<file path="src/rtl/core_sequencer.sv">
// Multi-cycle instruction sequencer: pulses fetch/decode/exec/mem/write in turn, owns PC and retired count.
// Latency: 2 cycles per stage minimum (issue + wait); 8 cycles/instr without mem, 10 with mem.
// Backpressure: each stage holds the FSM in its wait state until completed; a watchdog traps hung stages.
module core_sequencer #(
    parameter logic [31:0] RESET_PC = 32'h0000_0000,
    parameter int          TIMEOUT  = 1024,
    parameter int          WD_W     = 11
) (
    input  logic        clk,
    input  logic        rstn,
    input  logic        run,
    input  logic        step_req,
    output logic        f_enabled,
    output logic        d_enabled,
    output logic        e_enabled,
    output logic        m_enabled,
    output logic        w_enabled,
    input  logic        f_completed,
    input  logic        d_completed,
    input  logic        e_completed,
    input  logic        m_completed,
    input  logic        w_completed,
    input  logic [31:0] e_pc_n,
    input  logic        e_mem_access,
    output logic [31:0] pc,
    output logic        busy,
    output logic        halted,
    output logic        err,
    output logic [2:0]  err_stage,
    output logic [31:0] instret
);

    typedef enum logic [3:0] {
        IDLE, F_ISS, F_WAIT, D_ISS, D_WAIT, E_ISS, E_WAIT,
        M_ISS, M_WAIT, W_ISS, W_WAIT, ERROR
    } state_e;

    localparam logic [WD_W-1:0] WD_LAST = WD_W'(TIMEOUT - 1);

    state_e          state_q, state_d;
    logic [WD_W-1:0] wd_q, wd_d;
    logic [31:0]     pc_q, pc_d;
    logic [31:0]     npc_q, npc_d;
    logic            mem_q, mem_d;
    logic [31:0]     instret_q, instret_d;
    logic            err_q, err_d;
    logic [2:0]      err_stage_q, err_stage_d;
    logic            retire;
    logic            f_en_q, d_en_q, e_en_q, m_en_q, w_en_q;
    logic            busy_q, halted_q;
    logic            wd_last;

    assign wd_last   = (wd_q == WD_LAST);
    // Retire count wraps naturally at 32 bits.
    assign instret_d = retire ? instret_q + 32'd1 : instret_q;

    // Next-state logic: stage sequencing, watchdog and retire bookkeeping.
    always_comb begin
        state_d     = state_q;
        wd_d        = wd_q;
        pc_d        = pc_q;
        npc_d       = npc_q;
        mem_d       = mem_q;
        err_d       = err_q;
        err_stage_d = err_stage_q;
        retire      = 1'b0;
        case (state_q)
            IDLE:   if (run || step_req) state_d = F_ISS;
            F_ISS:  begin state_d = F_WAIT; wd_d = '0; end
            F_WAIT: begin
                if (f_completed)  state_d = D_ISS;
                else if (wd_last) begin state_d = ERROR; err_d = 1'b1; err_stage_d = 3'd1; end
                else              wd_d = wd_q + WD_W'(1);
            end
            D_ISS:  begin state_d = D_WAIT; wd_d = '0; end
            D_WAIT: begin
                if (d_completed)  state_d = E_ISS;
                else if (wd_last) begin state_d = ERROR; err_d = 1'b1; err_stage_d = 3'd2; end
                else              wd_d = wd_q + WD_W'(1);
            end
            E_ISS:  begin state_d = E_WAIT; wd_d = '0; end
            E_WAIT: begin
                if (e_completed) begin
                    npc_d   = e_pc_n;
                    mem_d   = e_mem_access;
                    state_d = e_mem_access ? M_ISS : W_ISS;
                end
                else if (wd_last) begin state_d = ERROR; err_d = 1'b1; err_stage_d = 3'd3; end
                else              wd_d = wd_q + WD_W'(1);
            end
            M_ISS:  begin state_d = M_WAIT; wd_d = '0; end
            M_WAIT: begin
                if (m_completed)  state_d = W_ISS;
                else if (wd_last) begin state_d = ERROR; err_d = 1'b1; err_stage_d = 3'd4; end
                else              wd_d = wd_q + WD_W'(1);
            end
            W_ISS:  begin state_d = W_WAIT; wd_d = '0; end
            W_WAIT: begin
                if (w_completed) begin
                    pc_d    = npc_q;
                    retire  = 1'b1;
                    state_d = run ? F_ISS : IDLE;
                end
                else if (wd_last) begin state_d = ERROR; err_d = 1'b1; err_stage_d = 3'd5; end
                else              wd_d = wd_q + WD_W'(1);
            end
            ERROR:  state_d = ERROR;
            default: state_d = IDLE;
        endcase
    end

    // State, datapath and registered output flops; outputs are decoded from the next state.
    always_ff @(posedge clk or negedge rstn) begin
        if (!rstn) begin
            state_q     <= IDLE;
            wd_q        <= '0;
            pc_q        <= RESET_PC;
            npc_q       <= '0;
            mem_q       <= 1'b0;
            instret_q   <= '0;
            err_q       <= 1'b0;
            err_stage_q <= '0;
            f_en_q      <= 1'b0;
            d_en_q      <= 1'b0;
            e_en_q      <= 1'b0;
            m_en_q      <= 1'b0;
            w_en_q      <= 1'b0;
            busy_q      <= 1'b0;
            halted_q    <= 1'b1;
        end else begin
            state_q     <= state_d;
            wd_q        <= wd_d;
            pc_q        <= pc_d;
            npc_q       <= npc_d;
            mem_q       <= mem_d;
            instret_q   <= instret_d;
            err_q       <= err_d;
            err_stage_q <= err_stage_d;
            f_en_q      <= (state_d == F_ISS);
            d_en_q      <= (state_d == D_ISS);
            e_en_q      <= (state_d == E_ISS);
            m_en_q      <= (state_d == M_ISS);
            w_en_q      <= (state_d == W_ISS);
            busy_q      <= (state_d != IDLE) && (state_d != ERROR);
            halted_q    <= (state_d == IDLE);
        end
    end

    assign f_enabled = f_en_q;
    assign d_enabled = d_en_q;
    assign e_enabled = e_en_q;
    assign m_enabled = m_en_q;
    assign w_enabled = w_en_q;
    assign pc        = pc_q;
    assign busy      = busy_q;
    assign halted    = halted_q;
    assign err       = err_q;
    assign err_stage = err_stage_q;
    assign instret   = instret_q;

endmodule

</file>
<file path="config.mk">
export PLATFORM = sky130hd
export DESIGN_NAME = core_sequencer
export DESIGN_NICKNAME = d
export VERILOG_FILES = /design/src/rtl/core_sequencer.sv
export SDC_FILE = /design/constraint.sdc
export NUM_CORES = 1
export LEC_CHECK = 0
export ABC_AREA = 1
export BUFFER_PORTS_ARGS = -buffer_cell sky130_fd_sc_hd__buf_2
export CAP_MARGIN = 20
export CORE_ASPECT_RATIO = 0.6
export CORE_UTILIZATION = 50
export CTS_CLUSTER_DIAMETER = 150
export DETAILED_ROUTE_END_ITERATION = 16
export PLACE_DENSITY_LB_ADDON = 0.08
export SLEW_MARGIN = 20
export SYNTH_ARGS = -nofsm -noshare
export SYNTH_HDL_FRONTEND = slang
export SYNTH_SLANG_ARGS = --single-unit
</file>
<file path="constraint.sdc">
create_clock -name clk -period 1.9 [get_ports clk]
set_clock_uncertainty 0.05 [all_clocks]
set_input_delay 0.095 -clock clk [delete_from_list [all_inputs] [get_ports clk]]
set_output_delay 0.095 -clock clk [all_outputs]
set_load 0.01 [all_outputs]
</file>
==> impl_metrics.ini, run 1 <==
[drt]
drtPass1Iterations = 5
drt_wl_total_mm = 17.2
final_antenna_net_count = 0
vias_per_cell = 5.20
vias = 5413
wl_per_cell_um = 16.5
drt_iter0_drc = 333
drc_errors = 0

[clocking]
clk-insertion-delay-late_ns = 0.41
clockBufferDepth = 2
clk_pin_slew_ns = 0.06
root_buffer = clkbuf_16
cts_max_level = 4
cts_sinks = 122
cts_tree = built
cts_made_buffers = 17

[setup_path]
crit_family = simple AND/OR/NAND/NOR gates
critPathCaptureType = register
path_common_cell = nand2_1
crit_arrival_ns = 2.14
cp_slowest_stage_delay_ns = 0.43
crit_chain = nor2_4, nand3_4, buf_12, nor3_4, nand3_2, nor3_4, nand2_1, nand2_1, nand2_1
reg2reg_from = state_q[0]
r2r_setup_slack_ns = 0.008
path_max_fanout = 8
reg2reg_depth = 9
start_kind = register
reg2reg_to = instret[21]
path_buf_inv = 1
required_ns = 2.15
crit_slowest_cell = dfrtp_2
crit_type = reg -> reg

[sta]
finalSetupViolations = 0
clock.fmax_ghz = 0.529
finalMaxSlewViolations = 0
rsz0062_at_grt = true
slew_headroom = 0.707
worstMarginPinSlew_ns = 0.435
hold_violations = 0
period_needed_ns = 1.89
post-route-period-util = 0.996
layout_setup_ws_ns = 0.00843

[min_path]
min_from = d_completed
hp-class = in -> reg
min_to = e_enabled
whs_path_depth = 4

[layout]
drive_gt1_frac = 0.340
multi_input_area_sq_um = 2550
regArea_sq_um = 3060
final_nets = 933
antenna_cells = 0
area_growth_pct = 43.8
fin_util = 0.762
design_area_sq_um = 8290
final_cells = 1040
nFillCells = 779

[placement]
hpwl_mm = 11.0
place_area_sq_um = 6910
io_buffers = 116
place_congestion = 0.991
dp_worst_setup_slack_ns = -0.437
place_inst = 951

[global_route]
grt_use_total = 0.291
grt_antenna_before_repair = 0
globalRouteOverflowTotal = 0
grt_start_max_net_pins = 68
grt_pass1_wl_mm = 26.6
grt_pass1_vias = 5249

[floorplanning]
die_y_um = 85.2
rows = 29
coreArea_sq_um = 10900
start_util = 0.530
die-area_sq_um = 12000
die_x_um = 141
io-pin-count = 117

[power]
power_density_nw_per_um2 = 1230
leakagePower_nw = 4.41
peakVddDrop_uv = 842

[yosys]
ys_types = 31
async_reset_ff_frac = 1.00
ys_seq_area_frac = 0.530
synthesis.nets = 698
synthFlopType = dfrtp_1
synth_edf_count = 0
yosysWarningCount = 0
syn_inst = 654
synth_seq_cells = 122
syn_area_sq_um = 5770
syn_area_per_cell_sq_um = 8.82

[outcome]
status = complete, no violations

[job]
cap_violations = 0
==> what timing repair did <==
item / 4_1_cts / 5_1_grt
hold endpoints to repair: 155 / 0
endpoints found under the setup margin: 74 / 28
gates cloned: 2 / 2
setup buffers: 4 / 15
pin swaps: 2 / 13
resized for setup: 11 / 31
hold buffers: 35 / 0
==> sequential cells by signal (all words and copies together), names as in the netlist <==
register	count
instret	32
npc_q	32
pc	32
wd_q	11
state_q	4
err_stage	3
busy	1
d_enabled	1
e_enabled	1
err	1
f_enabled	1
halted	1
m_enabled	1
w_enabled	1
==> per-stage QoR <==
step,TNS [ns],hold slack (ns),total power [W]
4_1_cts,0,0.0105,0.00982
3_3_place_gp,-8.18,-0.0628,0.00607
3_5_place_dp,-12.42,-0.0564,0.00616
6_report,0,0.0173,0.0102
5_1_grt,-0.188,0.0505,0.0107
2_1_floorplan,0,-0.251,0.00504
==> worst max-delay path by stage <==
stage               slack (ns)  startpoint     endpoint  cells past startpoint
floorplan                 0.08     wd_q[0]         busy                     10
global placement         -0.31  state_q[0]      wd_q[6]                      8
detailed placement       -0.44  state_q[0]      wd_q[8]                      8
CTS                     0.0004  state_q[1]  instret[21]                     10
global route             -0.09  state_q[0]  instret[21]                      9
finish                   0.008  state_q[0]  instret[21]                      9
==> layer usage <==
metal / GRT usage / part of all wire / up-vias
met1: 0.435 / 0.49 / 2621
met5: 0 / 0 / -
met3: 0.0638 / 0.071 / 13
met2: 0.429 / 0.43 / 212
li1: - / - / 2567
met4: 0.0741 / 0.0066 / 0
==> cells by family (layout without fill, tap and decap cells) <==
group	Yosys count	after routing	share of synthesized area
compound gates	31	31	0.0271
xor+xnor	29	29	0.0441
fa+ha+maj	2	2	0.00434
buf+inv	71	317	0.0477
flops	122	122	0.530
mux	32	32	0.0625
simple gates	367	368	0.285
==> placed cells by master, fill, tap and decap left out, types with 8 or more instances in the layout <==
cell type,count
buf_2,115
inv_1,50
nand3_1,40
clkbuf_16,18
nor2_4,11
dfrtp_1,117
o21ai_1,10
buf_4,70
nand2_1,218
xnor2_1,8
nand4_1,14
nor3_1,15
o21ai_0,14
nor2_1,39
dlygate4sd3_1,35
xor2_1,21
mux2_2,32
==> power by group <==
part	internal (W)	total, W	switching, W
logic	0.00139	0.00308	0.00169
clock network	0.00235	0.00349	0.00114
registers	0.00322	0.00360	0.000384
total	0.00696	0.0102	0.00322
==> cells in the mapped netlist, types with 6 or more instances <==
cell,n,area [sq um]
mux2_2,32,360
o21ai_1,10,50.1
nor2_1,49,184
nor3_1,18,90.1
nor2_4,6,67.6
clkbuf_1,6,22.5
nand3_1,41,205
xnor2_1,8,70.1
nand2_1,220,826
nand4_1,14,87.6
o21ai_0,15,75.1
xor2_1,21,184
inv_1,53,199
dfrtp_1,121,3030
buf_2,7,35.0
==> final cells by class <==
cell class / count / share of cell area
inverter: 57 / 0.0263
clock buffer: 19 / 0.0534
timing repair buffer: 229 / 0.199
sequential: 122 / 0.369
tap: 139 / 0.0210
clock inverter: 12 / 0.0238
multi-input combinational: 462 / 0.307
==> tightest hold or removal path, stage by stage <==
cell and delay, ns:
buf_2 0.11, nand3_1 0.09, buf_4 0.11, inv_1 0.03
No activity file was read; power rests on OpenSTA's default activity.
==> inputs of run 2 (changes only) <==
Settings changed: ABC_AREA 1 to not set, CORE_UTILIZATION 50 to 49.
==> run 2 against run 1 <==
  * The flow now finishes with violations (setup timing)
  * Synthesized cell count decreased by 35%
  * Sequential cell count unchanged
  * Die area decreased by 6.4%
  * Critical path depth decreased by 2
  * Worst setup slack got worse by 0.22 ns
  * Combinational power increased by 22%
  * Utilization increased by 5.3 points
  * Sequential share of layout area increased by 0.067 points
  * Count of clock-buffer cells in the layout decreased by 1
  * Area after synthesis decreased by 8.4%
  * Critical endpoint is now wd_q[7]
  * Largest power group is now combinational logic
==> impl_metrics.ini, run 2 <==
[yosys]
ys_seq_area_frac = 0.578
synth_seq_cells = 122
synth_most_common_cell = dfrtp_1
synth-adder-area-share = 0.00474
synth.area.top_cells = dfrtp_1, mux2_2, xnor2_1
syn_area_per_cell_sq_um = 12.5
yosysTopAreaCell = dfrtp_1
yosys.area_share.simple = 0.135
synth-compound-area-share = 0.0531
synthXorXnorAreaFrac = 0.0514
synthFlopType = dfrtp_1
netlist.area_leader.share = 0.573
async_reset_ff_frac = 1.00
ys_types = 45
synthesis.nets = 468
syn_inst = 424
synth_edf_count = 0
yosys-top-cells-count = dfrtp_1, mux2_2, nand2_1
yosysWarningCount = 0
synth_top_family_by_area = multiplexers
synth.area.mux_share = 0.155
syn_area_sq_um = 5280

[sta]
clock.fmax_ghz = 0.475
slew_headroom = 0.577
finalMaxSlewViolations = 0
worstMarginPinSlew_ns = 0.634
layout_setup_ws_ns = -0.207
post-route-period-util = 1.11
tns_ns = -6.05
finalSetupViolations = 63
whs_ns = 0.0879
period_needed_ns = 2.11
hold_violations = 0
rsz0062_at_grt = true

[min_path]
hp-class = in -> reg

[power]
leakagePower_nw = 4.06
peakVddDrop_uv = 979
power_density_nw_per_um2 = 1260

[layout]
antenna_cells = 0
multi_input_area_sq_um = 2640
regArea_sq_um = 3060
nFillCells = 589
fin_util = 0.815
drive_gt1_frac = 0.567
final_nets = 712
layout_common_cells = dfrtp_1, buf_2, buf_4
area_growth_pct = 56.7
final_common_cell = dfrtp_1

[floorplanning]
die-area_sq_um = 11200
io-pin-count = 117
die_x_um = 136
start_util = 0.520
coreArea_sq_um = 10200
die_y_um = 82.4
rows = 28

[global_route]
grt_pass1_vias = 4392
globalRouteOverflowTotal = 0
grt_use_total = 0.263
grt_start_max_net_pins = 123
grt_pass1_wl_mm = 22.1
grt_antenna_before_repair = 0

[outcome]
violations = setup timing
status = complete, but fails checks

[drt]
final_antenna_net_count = 0
drt_wl_total_mm = 15.2
vias_per_cell = 5.39
vias = 4396
drc_errors = 0
drtPass1Iterations = 4
drt_iter0_drc = 220
wl_per_cell_um = 18.7

[clocking]
cts_sinks = 122
clk-insertion-delay-late_ns = 0.40
clockBufferDepth = 2
root_buffer = clkbuf_16
cts_tree = built
clk_pin_slew_ns = 0.06
cts_max_level = 4
cts_made_buffers = 17

[placement]
io_buffers = 116
hpwl_mm = 8.85
place_congestion = 0.887

[setup_path]
required_ns = 2.14
crit_type = reg -> reg
crit_arrival_ns = 2.34
critPathCaptureType = register
start_kind = register
path_max_fanout = 8

[job]
cap_violations = 0
==> run 2: changes by cell type after synthesis, moves of 12 or more <==
cell,previous run,this run
nand2_1,220,28
nor2_1,49,21
nand3_1,41,15
mux2_2,32,69
xnor2_1,8,20
inv_1,53,7
nor3_1,18,4
==> run 2: final cells by class <==
cell class / instances / area share
sequential: 122 / 0.370
tap: 135 / 0.0204
clock inverter: 14 / 0.0151
multi-input combinational: 276 / 0.319
timing repair buffer: 244 / 0.220
clock buffer: 18 / 0.0519
inverter: 7 / 0.00318
==> run 2: critical path, cell delays in order, from the launching register on <==
cell	delay (ns)
dfrtp_2	0.46
buf_4	0.17
o21a_1	0.18
a2111o_2	0.53
buf_6	0.18
buf_6	0.12
o31ai_2	0.22
a21oi_1	0.09
==> run 2: final timing paths <==
kind,start,end,slack (ns),depth (start not counted)
min,f_completed,d_enabled,0.09,3
min in group asynchronous,rstn,wd_q[7],0.28,3
max reg2reg,state_q[2],wd_q[7],-0.21,7
max,state_q[2],wd_q[7],-0.21,7
min reg2reg,err,err,0.42,1
max in group asynchronous,rstn,state_q[2],1.04,3
==> run 2: per-stage QoR <==
| stage | setup slack (ns) | std cells | instance area, sq um | power (W) |
|---|---|---|---|---|
| after floorplan | -0.00185 | 424 | 5280 | 0.00503 |
| after global placement | -0.308 | 724 | 6470 | 0.00612 |
| after detailed placement | -0.323 | 724 | 6470 | 0.00625 |
| after CTS | -0.193 | 808 | 7830 | 0.00997 |
| after global routing | -0.285 | 816 | 8280 | 0.0109 |
| final | -0.207 | 816 | 8280 | 0.0104 |
==> run 2: repair_timing <==
action,CTS,global route
hold buffers,35,0
endpoints found under the setup margin,106,107
cloned,1,6
endpoints found under the hold margin,155,0
buffers inserted,17,4
resized for setup,82,72
pin swaps,27,25
==> run 2: cell families after synthesis <==
kind of cell | count (synthesis)
adders and majority gates | 2
DFF | 122
AOI/OAI and AO/OA | 42
and+or+nand+nor | 128
buffers and inverters | 26
muxes | 73
xor gates and xnor gates | 31
==> run 2: power by group <==
group / internal [W] / switching [W]
Combinational: 0.00204 / 0.00171
Sequential: 0.00325 / 0.000407
Clock: 0.00180 / 0.00119
Total: 0.00709 / 0.00331
==> run 2: routing by layer <==
| layer | part of all wire | up-vias | GRT usage |
|---|---|---|---|
| li1 | - | 2000 | - |
| met1 | 0.46 | 2257 | 0.356 |
| met2 | 0.47 | 123 | 0.417 |
| met3 | 0.057 | 16 | 0.0678 |
| met4 | 0.013 | 0 | 0.0856 |
| met5 | 0 | - | 0 |
